<file path="config.mk">
export PLATFORM = sky130hd
export DESIGN_NAME = downstream_oci_pipeline_tracker
export DESIGN_NICKNAME = d
export VERILOG_FILES = /design/src/rtl/downstream_oci_pipeline_tracker_pkg.sv /design/src/rtl/downstream_oci_pipeline_tracker_oci_pipeline_stage.sv /design/src/rtl/downstream_oci_pipeline_tracker.sv
export SDC_FILE = /design/constraint.sdc
export NUM_CORES = 1
export LEC_CHECK = 0
export CAP_MARGIN = 20
export CORE_ASPECT_RATIO = 0.75
export CORE_MARGIN = 4
export CORE_UTILIZATION = 45
export CTS_CLUSTER_DIAMETER = 40
export DETAILED_ROUTE_END_ITERATION = 10
export PLACE_DENSITY = 0.75
export SETUP_SLACK_MARGIN = 0.3
export SLEW_MARGIN = 20
export SYNTH_ARGS = -nofsm -noshare
export SYNTH_HDL_FRONTEND = slang
export SYNTH_SLANG_ARGS = --single-unit
</file>
<file path="constraint.sdc">
create_clock -name clock -period 2.11 [get_ports clock]
set_input_delay 0.422 -clock clock [delete_from_list [all_inputs] [get_ports clock]]
set_output_delay 0.422 -clock clock [all_outputs]
set_load 0.005 [all_outputs]
</file>
<file path="src/rtl/downstream_oci_pipeline_tracker_pkg.sv">
// Shared constants and stage record for the downstream OCI pipeline tracker.
// Optional feature macro used by the top: TIA_OCI_INFLIGHT_COUNT_EN.
package downstream_oci_pipeline_tracker_pkg;

    localparam int TIA_NUM_OUTPUT_CHANNELS = 4;
    localparam int TIA_OCI_WIDTH           = TIA_NUM_OUTPUT_CHANNELS;

    typedef struct packed {
        logic                     valid;
        logic [TIA_OCI_WIDTH-1:0] oci;
    } oci_stage_t;

    // True when more than one channel bit is set (x & (x-1) clears the lowest set bit).
    function automatic logic oci_multi_hot(input logic [TIA_OCI_WIDTH-1:0] oci);
        return (oci & (oci - TIA_OCI_WIDTH'(1))) != '0;
    endfunction

endpackage

</file>
<file path="src/rtl/downstream_oci_pipeline_tracker_oci_pipeline_stage.sv">
// One pipeline stage: valid bit plus OCI, with hold > clear > load priority.
// An invalid stage always carries oci = 0.
import downstream_oci_pipeline_tracker_pkg::*;

module oci_pipeline_stage (
    input  logic                     clk,
    input  logic                     rst_n,
    input  logic                     i_hold,
    input  logic                     i_clear,
    input  logic                     i_load,
    input  logic                     i_valid,
    input  logic [TIA_OCI_WIDTH-1:0] i_oci,
    output logic                     o_valid,
    output logic [TIA_OCI_WIDTH-1:0] o_oci
);

    oci_stage_t r_stage;
    oci_stage_t w_next;

    always_comb begin
        w_next = r_stage;
        if (!i_hold) begin
            if (i_clear) begin
                w_next = '0;
            end else if (i_load) begin
                w_next.valid = i_valid;
                w_next.oci   = i_valid ? i_oci : '0;
            end
        end
    end

    always_ff @(posedge clk or negedge rst_n) begin
        if (!rst_n) begin
            r_stage <= '0;
        end else begin
            r_stage <= w_next;
        end
    end

    assign o_valid = r_stage.valid;
    assign o_oci   = r_stage.oci;

endmodule

</file>
<file path="src/rtl/downstream_oci_pipeline_tracker.sv">
// Tracks the OCI of the three post-trigger pipeline stages and strobes enqueue at stage 3.
// Define TIA_OCI_INFLIGHT_COUNT_EN to add the per-channel in-flight counter output.
import downstream_oci_pipeline_tracker_pkg::*;

module downstream_oci_pipeline_tracker (
    input  logic                               clock,
    input  logic                               reset_n,
    input  logic                               issue_valid,
    input  logic [TIA_OCI_WIDTH-1:0]           issue_oci,
    input  logic                               halt,
    input  logic                               quash,
    output logic [TIA_OCI_WIDTH-1:0]           first_downstream_oci,
    output logic [TIA_OCI_WIDTH-1:0]           second_downstream_oci,
    output logic [TIA_OCI_WIDTH-1:0]           third_downstream_oci,
    output logic [TIA_NUM_OUTPUT_CHANNELS-1:0] output_channel_enqueue,
    output logic                               oci_error
`ifdef TIA_OCI_INFLIGHT_COUNT_EN
    ,
    output logic [TIA_NUM_OUTPUT_CHANNELS*2-1:0] inflight_count
`endif
);

    logic                     w_valid_1, w_valid_2, w_valid_3;
    logic [TIA_OCI_WIDTH-1:0] w_oci_1, w_oci_2, w_oci_3;
    logic                     r_oci_error;

    // Stage 1 is never quashed: it takes the new issue (or a bubble) on a quash edge.
    oci_pipeline_stage u_stage_1 (
        .clk     (clock),
        .rst_n   (reset_n),
        .i_hold  (halt),
        .i_clear (1'b0),
        .i_load  (1'b1),
        .i_valid (issue_valid),
        .i_oci   (issue_oci),
        .o_valid (w_valid_1),
        .o_oci   (w_oci_1)
    );

    oci_pipeline_stage u_stage_2 (
        .clk     (clock),
        .rst_n   (reset_n),
        .i_hold  (halt),
        .i_clear (quash),
        .i_load  (1'b1),
        .i_valid (w_valid_1),
        .i_oci   (w_oci_1),
        .o_valid (w_valid_2),
        .o_oci   (w_oci_2)
    );

    oci_pipeline_stage u_stage_3 (
        .clk     (clock),
        .rst_n   (reset_n),
        .i_hold  (halt),
        .i_clear (quash),
        .i_load  (1'b1),
        .i_valid (w_valid_2),
        .i_oci   (w_oci_2),
        .o_valid (w_valid_3),
        .o_oci   (w_oci_3)
    );

    assign first_downstream_oci   = w_valid_1 ? w_oci_1 : '0;
    assign second_downstream_oci  = w_valid_2 ? w_oci_2 : '0;
    assign third_downstream_oci   = w_valid_3 ? w_oci_3 : '0;
    // The stage-3 instruction retires on any non-halted edge, quash included.
    assign output_channel_enqueue = (w_valid_3 && !halt) ? w_oci_3 : '0;

    always_ff @(posedge clock or negedge reset_n) begin
        if (!reset_n) begin
            r_oci_error <= 1'b0;
        end else if (issue_valid && !halt && oci_multi_hot(issue_oci)) begin
            r_oci_error <= 1'b1;
        end
    end

    assign oci_error = r_oci_error;

`ifdef TIA_OCI_INFLIGHT_COUNT_EN
    logic [TIA_NUM_OUTPUT_CHANNELS*2-1:0] r_inflight_count;
    logic [TIA_NUM_OUTPUT_CHANNELS*2-1:0] w_count_next;

    // Count from the contents the stages will hold after this edge; halt keeps the old count.
    always_comb begin
        w_count_next = r_inflight_count;
        if (!halt) begin
            for (int c = 0; c < TIA_NUM_OUTPUT_CHANNELS; c++) begin
                w_count_next[c*2 +: 2] = 2'(issue_valid & issue_oci[c])
                                       + 2'(!quash & w_valid_1 & w_oci_1[c])
                                       + 2'(!quash & w_valid_2 & w_oci_2[c]);
            end
        end
    end

    always_ff @(posedge clock or negedge reset_n) begin
        if (!reset_n) begin
            r_inflight_count <= '0;
        end else begin
            r_inflight_count <= w_count_next;
        end
    end

    assign inflight_count = r_inflight_count;
`endif

endmodule

</file>
# Word-level counts from Yosys, hierarchy flattened
# Cells that the tools add are included.
# totals
wordCells,21
out_inout_bits,17
input_bits,9
register_bits,16
# op_classes
n_addsub,1
mux,7
n_reduce_logical,5
n_bitwise,1
# ops
operator,count
$mux W4,5
$mux W5,2
$and A4 B4 Y4,1
$reduce_bool A4 Y1,1
$sub A4 B1 Y4 const B,1
$logic_and A1 B1 Y1,3
$logic_not A1 Y1,1

# Longest topological paths before layout
# Gate-level depths: netlist of run 1.
# depth
ltp_word,4
depth_mapped,4

# Modules after synthesis
# A second synthesis of run 1 with hierarchy kept.
# hier_totals
cells_unflattened,105
hier_area_um2,952.2
# by_module_without_submodules
module,area_per_inst_um2,n_inst,seq_area_each_um2,cells_each
oci_pipeline_stage,259.0,3,125.1,27
downstream_oci_pipeline_tracker,175.2,1,25.0,24

# Worst setup path before layout of run 1
# Ideal clock, no wire load.
# synth_timing
path_kind,input port to output port
startpoint,input halt
endpoint,output output_channel_enqueue[0]
stages,2
path_buffers,0
path_slack_ps,878
t_required_ps,1688
arrival_ps,810
path_cell_list,and2b_2 -> and2_2
# synth_between
elab_chain_cells,3
# synth_rtl
item,line,rtl
start: declaration,downstream_oci_pipeline_tracker.sv:10,"input logic halt,"
$logic_not A1 Y1,downstream_oci_pipeline_tracker.sv:68,assign output_channel_enqueue = (w_valid_3 && !halt) ? w_oci_3 : '0;
$logic_and A1 B1 Y1,downstream_oci_pipeline_tracker.sv:68,
$mux W4,downstream_oci_pipeline_tracker.sv:68,
end: declaration,downstream_oci_pipeline_tracker.sv:15,"output logic [TIA_NUM_OUTPUT_CHANNELS-1:0] output_channel_enqueue,"
# Every way passes these cells.

# Final worst setup path of run 1
# layout_timing
startpoint,"register u_stage_1.r_stage, in the netlist u_stage_1.o_valid"
endpoint,output first_downstream_oci[2]
# layout_between
elab_chain_cells,1
# layout_rtl
item,line,rtl
start: declaration,downstream_oci_pipeline_tracker_oci_pipeline_stage.sv:17,oci_stage_t r_stage;
start signal: assignment,downstream_oci_pipeline_tracker_oci_pipeline_stage.sv:36,r_stage <= w_next;
$mux W4,downstream_oci_pipeline_tracker.sv:64,assign first_downstream_oci = w_valid_1 ? w_oci_1 : '0;
end: declaration,downstream_oci_pipeline_tracker.sv:12,"output logic [TIA_OCI_WIDTH-1:0] first_downstream_oci,"
# Every way passes these cells.

==> qor.yml, run 1 <==
global_routing:
  overflow: 0
  antenna_found_initial: 0
  grt_first_pass_wirelength_mm: 2.78
  grt_pass1_vias: 595
  grt_use_total_pct: 14.6
  grt_max_degree: 30
clock_tree:
  clock_latency_ns: 0.28
  clock-root-buffer: "clkbuf_4"
  cts_buffer_depth: 2
  cts.sinks: 16
  cts_buffers: 3
  htreeDepth: 1
  tritoncts: "built"
  cts.clk_slew.worst_paths_ns: 0.08
layout:
  fillCellCount: 127
  multi_input_area_sq_um: 358
  final_common_cell: "nand2_1"
  drive_gt1_share_pct: 18.8
  fin_cells: 138
  antenna_cells: 0
  seqCellArea_sq_um: 402
  area_growth_syn_to_layout_pct: 39.7
  mostFrequentLayoutCells: "nand2_1 (19), dfrtp_1 (15), clkdlybuf4s50_1 (14)"
  nNetsFinal: 128
place:
  place.detailed.hpwl_mm: 1.18
  port_buffers: 25
  numPlacedInstances: 130
  gp_congestion: 0.724
drt:
  antenna_left: 0
  vias_per_cell: 4.73
  drt_iter0_drc: 17
  drc: 0
  wl_mm: 1.61
  drt_pass1_iterations: 4
  wl_per_cell_um: 11.7
  num_vias: 653
timing:
  relSlewSlack_pct: 83.0
  period_minus_slack_ns: 1.76
  hold_viol_final: 0
  rsz0062_at_grt: "true"
  drv_slew: 0
  clock_skew_ns: 0.000656
  setup_viol: 0
  clock.fmax_mhz: 567
  post-route-period-util_pct: 83.6
  worst_pin_slew_ns: 0.255
yosys:
  syn_area_sq_um: 800
  ys_seq_area_share_pct: 50.1
  ys_ff_latch: 16
  netlist_instances: 85
  synth_nets: 94
  yosysWarningCount: 0
  avgSynthCellArea_sq_um: 9.41
  ys_types: 15
pwr:
  power.leakage_nw: 0.607
  vdd_drop_max_uv: 489
  p_per_area_nw_per_um2: 506
  power.total_w: 0.000565
worst_setup_path:
  critPathMaxFanout: 6
  crit_type: "reg -> out"
  reg2reg_slack_ns: 1.02
  crit_arrival_ns: 1.34
  reg2reg_to: "u_stage_3.o_oci[2]$_DFFE_PN0N_"
  required_ns: 1.69
  crit_start: "u_stage_1.o_valid$_DFFE_PN0N_"
  worstSetupEndpointType: "primary output"
  critPathLaunchType: "flop"
  reg2reg_from: "u_stage_2.o_valid$_DFFE_PN0N_"
  rr_worst_depth: 4
  endpoint: "first_downstream_oci[2]"
worst_hold_path:
  hold_path.class: "in -> async"
floorplanning:
  dieArea_sq_um: 2520
  chipHeight_um: 44.5
  fp.coreArea_sq_um: 1580
  rows: 12
  dieWidth_um: 56.7
  start_util_pct: 50.7
  io_pins: 26
job:
  cap_viol_max_count: 0
status:
  status: "completed"
[stage by stage]
step                      instance area [sq um]  util (%)  setup TNS, ns  hold WS, ns  setup slack (ns)
final                                      1120      70.9              0        0.459             0.347
after global routing                       1120      70.9              0        0.461             0.284
after detailed placement                   1060      67.1         -0.311        0.456           -0.0833
after global placement                     1060      67.1         -0.215        0.457           -0.0546
after CTS                                  1090      69.4              0        0.455             0.302
after floorplan                             800         -              0        0.126             0.878
[critical path, cell delays in order (launching register included)]
cell,delay [ns]
dfrtp_2,0.41
and2_1,0.14
clkdlybuf4s50_1,0.51
[report_power, final]
part           internal [W]  switching [W]
Clock             0.0000662      0.0000851
Combinational     0.0000451      0.0000372
Sequential         0.000320      0.0000110
Total              0.000432       0.000133
[cells in the mapped netlist (all sizes together)]
library cell	number	area, sq um
nand2	19	71.3
inv	2	7.51
o21ai	14	81.3
buf	3	33.8
nand2b	11	68.8
dfrtp	16	400
and2	16	105
o31ai	1	7.51
and2b	1	8.76
a211oi	2	15.0
[sequential cells by signal, indices dropped and copies added (netlist names)]
| name | count |
|---|---|
| u_stage_2.o_valid | 1 |
| u_stage_3.o_valid | 1 |
| u_stage_1.o_valid | 1 |
| u_stage_3.o_oci | 4 |
| u_stage_2.o_oci | 4 |
| u_stage_1.o_oci | 4 |
| oci_error | 1 |
[area by class of cell]
| class | instances | share of cell area, % |
|---|---|---|
| Multi-Input combinational cell | 64 | 32.0 |
| Tap cell | 21 | 2.35 |
| Sequential cell | 16 | 35.9 |
| Clock buffer | 3 | 2.02 |
| Timing Repair Buffer | 32 | 27.0 |
| Inverter | 2 | 0.672 |
[what timing repair did]
item,CTS,global route
endpoints found under the setup margin,4,15
pin swaps,0,1
gates resized for setup,9,10
hold buffers,0,0
buffers inserted,2,3
[kinds of logic (layout without fill, tap and decap cells)]
group | Yosys count | count (layout) | share of synthesized area [%]
buf+inv | 5 | 37 | 5.16
simple gates | 47 | 47 | 31.8
compound gates | 17 | 17 | 13.0
flops | 16 | 16 | 50.1
[routing by layer]
| metal | track usage [%] | part of all wire, % | vias up |
|---|---|---|---|
| met5 | 0 | 0 | - |
| met4 | 4.27 | 1.1 | 0 |
| met3 | 5.83 | 5.5 | 2 |
| met2 | 23.7 | 47 | 16 |
| met1 | 18.0 | 46 | 294 |
| li1 | - | - | 341 |
[worst min path at each step]
stage                                          endpoint  slack [ns]  cells after the start                  start
after CTS                 u_stage_3.o_valid$_DFFE_PN0N_        0.45                      2                reset_n
final                     u_stage_3.o_valid$_DFFE_PN0N_        0.46                      2                reset_n
after global routing      u_stage_3.o_valid$_DFFE_PN0N_        0.46                      2                reset_n
after floorplan                   oci_error$_DFFE_PN0P_        0.13                      0                reset_n
after detailed placement          oci_error$_DFFE_PN0P_        0.46                      2  oci_error$_DFFE_PN0P_
after global placement            oci_error$_DFFE_PN0P_        0.46                      2  oci_error$_DFFE_PN0P_
No activity file was read; power rests on OpenSTA's default activity.
==> run 2: changes to the inputs <==
- CORE_UTILIZATION: 45 -> 40
- PLACE_DENSITY: 0.75 -> 0.71
- clock period: 2.11 -> 1.55 ns (I/O delays scaled with it)
==> run 2 against run 1 <==
Against the previous run:
- the run now ends with negative setup slack left
- cell area rose by 6.6%
- global-route usage shrank 0.70 points
- non-clock buffer count increased by 5
==> qor.yml, run 2 (same netlist as run 1, synthesis figures left out) <==
job:
  cap_viol_max_count: 0
worst_setup_path:
  worstSetupEndpointType: "primary output"
  required_ns: 1.24
  critPathMaxFanout: 4
  cp_cell_sequence: "and2b_2 > buf_6 > and2_4 > buf_6"
  cp_common_cell: "buf_6"
  path_delay_family: "flip-flops"
  timing.critical_path.buf_inv: 2
  crit_type: "reg -> out"
  critical-path-slowest-cell: "dfrtp_1"
  critPathLaunchType: "flop"
  max_stage_delay_ns: 0.39
  crit_arrival_ns: 1.24
clock_tree:
  tritoncts: "built"
  cts_buffers: 3
  cts_buffer_depth: 2
  htreeDepth: 1
  cts.sinks: 16
  clock-root-buffer: "clkbuf_4"
  cts.clk_slew.worst_paths_ns: 0.09
  clock_latency_ns: 0.28
  hold_buffers: 0
worst_hold_path:
  hold_path.class: "in -> async"
floorplanning:
  io_pins: 26
  chipHeight_um: 46.7
  dieWidth_um: 59.6
  start_util_pct: 44.3
  fp.coreArea_sq_um: 1810
  dieArea_sq_um: 2790
  rows: 13
status:
  status: "finished, violations left"
  violations: "negative setup slack"
place:
  place.detailed.hpwl_mm: 1.21
  gp_congestion: 0.675
  place_ws_ns: -0.439
  placed_cell_area_sq_um: 1070
  port_buffers: 25
pwr:
  power.leakage_nw: 0.582
  vdd_drop_max_uv: 419
  p_per_area_nw_per_um2: 680
timing:
  period_minus_slack_ns: 1.55
  rsz0062_at_grt: "true"
  post-route-period-util_pct: 100
  setup_viol: 1
  finalWorstSetupSlack_ns: -0.00450
  drv_slew: 0
  setup_tns_ns: -0.00450
  clock_skew_ns: 0.00479
  clock.fmax_mhz: 643
  relSlewSlack_pct: 83.7
  worst_pin_slew_ns: 0.244
  hold_viol_final: 0
layout:
  mostFrequentLayoutCells: "nand2_1 (19), dfrtp_1 (15), buf_6 (15)"
  antenna_cells: 0
  nNetsFinal: 133
  fillCellCount: 162
  final_common_cell: "nand2_1"
  fin_area_sq_um: 1190
  final_util_pct: 66.0
  drive_gt1_share_pct: 36.1
  area_growth_syn_to_layout_pct: 49.0
drt:
  drc: 0
  vias_per_cell: 4.70
  antenna_left: 0
  wl_per_cell_um: 11.5
  num_vias: 677
  drt_pass1_iterations: 4
  wl_mm: 1.66
  drt_iter0_drc: 12
global_routing:
  antenna_found_initial: 0
  grt_pass1_vias: 690
  overflow: 0
  grt_use_total_pct: 13.9
  grt_first_pass_wirelength_mm: 2.87
  grt_max_degree: 30
run 2: cell count changes in the layout (fill, tap and decap cells not counted), sizes merged:
cell and delta:
clkdlybuf4s50 -7, dlygate4sd2 +4, clkbuf -3, dlymetal6s2s -6
buf +17
run 2: worst reg2reg max path, stage by stage (launching register included):
cell and delay [ns]:
dfrtp_2 0.45, buf_6 0.13, buf_4 0.12, buf_4 0.12, nand2_1 0.04, nand2_1 0.05
run 2: power by group:
part,switching [W],internal (W)
combinational,0.0000580,0.0000866
clock,0.000123,0.0000899
sequential,0.0000162,0.000436
total,0.000197,0.000613
run 2: what timing repair did:
item,CTS,global route
setup endpoints to repair,17,16
setup buffers,8,1
pin swaps,2,0
resized for setup,71,9
run 2: routing by layer:
layer / GRT usage, % / up-vias / wire length [um] / part of all wire [%]
li1: - / 350 / - / -
met1: 15.3 / 304 / 680 / 41
met2: 25.7 / 21 / 821 / 50
met3: 3.92 / 2 / 145 / 8.7
met4: 5.31 / 0 / 10 / 0.60
met5: 0 / - / 0 / 0
run 2: path summary, 6_finish.rpt:
path	cells past startpoint	start	slack (ns)	end
max in group asynchronous	2	reset_n	1.02	u_stage_1.o_valid$_DFFE_PN0N_
max	4	u_stage_3.o_valid$_DFFE_PN0N_	-0.005	output_channel_enqueue[0]
min	2	reset_n	0.34	oci_error$_DFFE_PN0P_
min reg2reg	2	oci_error$_DFFE_PN0P_	0.48	oci_error$_DFFE_PN0P_
min in group clock	2	oci_error$_DFFE_PN0P_	0.48	oci_error$_DFFE_PN0P_
max reg2reg	5	u_stage_1.o_valid$_DFFE_PN0N_	0.54	u_stage_1.o_valid$_DFFE_PN0N_
run 2: area by class of cell:
class / instances / area [sq um] / area share (%)
clock buffer: 3 / 22.5 / 1.89
multi-input combinational: 64 / 379 / 31.8
sequential: 16 / 402 / 33.7
tap: 22 / 27.5 / 2.31
timing repair buffer: 37 / 353 / 29.6
inverter: 2 / 7.51 / 0.630
run 2: metrics by stage:
stage / hold slack (ns) / power [W] / instances
2_1_floorplan: 0.0144 / 0.000507 / 85
3_3_place_gp: 0.464 / 0.000560 / 132
3_5_place_dp: 0.463 / 0.000563 / 132
4_1_cts: 0.338 / 0.000808 / 143
5_1_grt: 0.351 / 0.000853 / 144
6_report: 0.337 / 0.000809 / 144
==> run 3: changes to the inputs <==
--- a/constraint.sdc
+++ b/constraint.sdc
@@ -3,2 +3,2 @@
 set_output_delay 0.31 -clock clock [all_outputs]
-set_load 0.005 [all_outputs]
+set_load 0.01 [all_outputs]
==> run 3 against run 2 <==
Against the previous run:
- the run now ends clean
- cell area decreased by 1.7%
- fmax grew 6.9%
- combinational power is essentially flat
- routed wire length unchanged
- cell count down 1.4%
- worst setup slack gained 0.10 ns
- sequential power about the same
- worst hold slack is essentially flat
- critical path type unchanged
==> qor.yml, run 3 (same netlist as run 1, synthesis figures left out) <==
place:
  place_ws_ns: -0.472
  placed_cell_area_sq_um: 1070
  port_buffers: 25
  place.detailed.hpwl_mm: 1.21
  gp_congestion: 0.675
  numPlacedInstances: 132
job:
  cap_viol_max_count: 0
drt:
  drt_pass1_iterations: 4
  wl_mm: 1.66
  vias_per_cell: 4.70
  drt_iter0_drc: 19
  num_vias: 667
  antenna_left: 0
  wl_per_cell_um: 11.7
  drc: 0
status:
  status: "completed"
layout:
  seqCellArea_sq_um: 402
  drive_gt1_share_pct: 39.2
  area_growth_syn_to_layout_pct: 46.5
  fillCellCount: 165
  fin_area_sq_um: 1170
  multi_input_area_sq_um: 383
  final_common_cell: "nand2_1"
  nNetsFinal: 131
  fin_cells: 142
  antenna_cells: 0
  mostFrequentLayoutCells: "nand2_1 (19), buf_6 (16), dfrtp_1 (15)"
timing:
  hold_viol_final: 0
  clock.fmax_mhz: 688
  clock_skew_ns: 0.00409
  post-route-period-util_pct: 93.8
  drv_slew: 0
  relSlewSlack_pct: 83.8
  setup_viol: 0
  holdWs_ns: 0.337
  rsz0062_at_grt: "true"
  finalWorstSetupSlack_ns: 0.0962
  worst_pin_slew_ns: 0.242
  period_minus_slack_ns: 1.45
global_routing:
  grt_max_degree: 30
  antenna_found_initial: 0
  grt_pass1_vias: 694
  grt_first_pass_wirelength_mm: 2.88
  grt_use_total_pct: 13.9
  overflow: 0
clock_tree:
  tritoncts: "built"
  cts.clk_slew.worst_paths_ns: 0.09
  cts_buffer_depth: 2
  cts.sinks: 16
  clock-root-buffer: "clkbuf_4"
  htreeDepth: 1
  cts_buffers: 3
  clock_latency_ns: 0.28
pwr:
  p_per_area_nw_per_um2: 691
  vdd_drop_max_uv: 420
  power.leakage_nw: 0.561
  power.total_w: 0.000809
floorplanning:
  fp.coreArea_sq_um: 1810
  dieArea_sq_um: 2790
  rows: 13
  chipHeight_um: 46.7
  io_pins: 26
  start_util_pct: 44.3
  dieWidth_um: 59.6
worst_hold_path:
  hold_path.class: "in -> async"
worst_setup_path:
  worstSetupEndpointType: "primary output"
  required_ns: 1.24
  critPathMaxFanout: 4
  crit_type: "reg -> out"
  crit_arrival_ns: 1.14
  critPathLaunchType: "flop"
## run 3: cell types whose count changed in the layout (fill, tap and decap cells not counted)
cell             previous run  this run
dlygate4sd2_1               5         1
clkbuf_2                    0         1
clkdlybuf4s15_1             1         0
buf_6                      15        16
and2_4                      9        12
and2_2                      3         0
buf_2                       3         4
## run 3: worst paths after layout
| check | slack (ns) | end | start | cells past startpoint |
|---|---|---|---|---|
| setup reg to reg | 0.54 | u_stage_1.o_valid$_DFFE_PN0N_ | u_stage_1.o_valid$_DFFE_PN0N_ | 5 |
| min in group clock | 0.48 | oci_error$_DFFE_PN0P_ | oci_error$_DFFE_PN0P_ | 2 |
| hold / removal | 0.34 | oci_error$_DFFE_PN0P_ | reset_n | 2 |
| max in group asynchronous | 1.02 | u_stage_1.o_valid$_DFFE_PN0N_ | reset_n | 2 |
| setup / recovery | 0.1 | output_channel_enqueue[0] | u_stage_3.o_valid$_DFFE_PN0N_ | 3 |
| hold reg to reg | 0.48 | oci_error$_DFFE_PN0P_ | oci_error$_DFFE_PN0P_ | 2 |
## run 3: per-layer routing
| layer | global-route usage [%] | routed length, um |
|---|---|---|
| met3 | 3.92 | 152 |
| met5 | 0 | 0 |
| met2 | 25.3 | 822 |
| met4 | 5.31 | 10 |
| met1 | 15.6 | 672 |
## run 3: layout make-up
cell class / count / area share, %
Multi-Input combinational cell: 64 / 32.7
Sequential cell: 16 / 34.3
Timing Repair Buffer: 35 / 28.1
Clock buffer: 3 / 1.92
Inverter: 2 / 0.641
Tap cell: 22 / 2.35
## run 3: report_power, final
group | total (W) | internal (W) | switching [W] | leakage, nW
clock network | 0.000214 | 0.0000899 | 0.000124 | 0.0138
registers | 0.000452 | 0.000436 | 0.0000162 | 0.210
logic | 0.000143 | 0.0000830 | 0.0000597 | 0.338
## run 3: stage by stage
stage / utilization (%) / TNS (ns)
6_report: 64.9 / 0
2_1_floorplan: - / 0
4_1_cts: 61.8 / 0
5_1_grt: 64.9 / 0
3_3_place_gp: 59.0 / -1.65
3_5_place_dp: 59.0 / -1.87
## run 3: critical path, cell delays in order (launching register included)
cell     delay, ns
dfrtp_1       0.39
and2b_2       0.23
and2_4        0.14
buf_6         0.11
## run 3: repair_timing
| item | 4_1_cts | 5_1_grt |
|---|---|---|
| resized for setup | 83 | 14 |
| hold buffers | 0 | 0 |
| setup buffers | 6 | 1 |
| endpoints found under the setup margin | 17 | 17 |
| pin swaps | 4 | 0 |
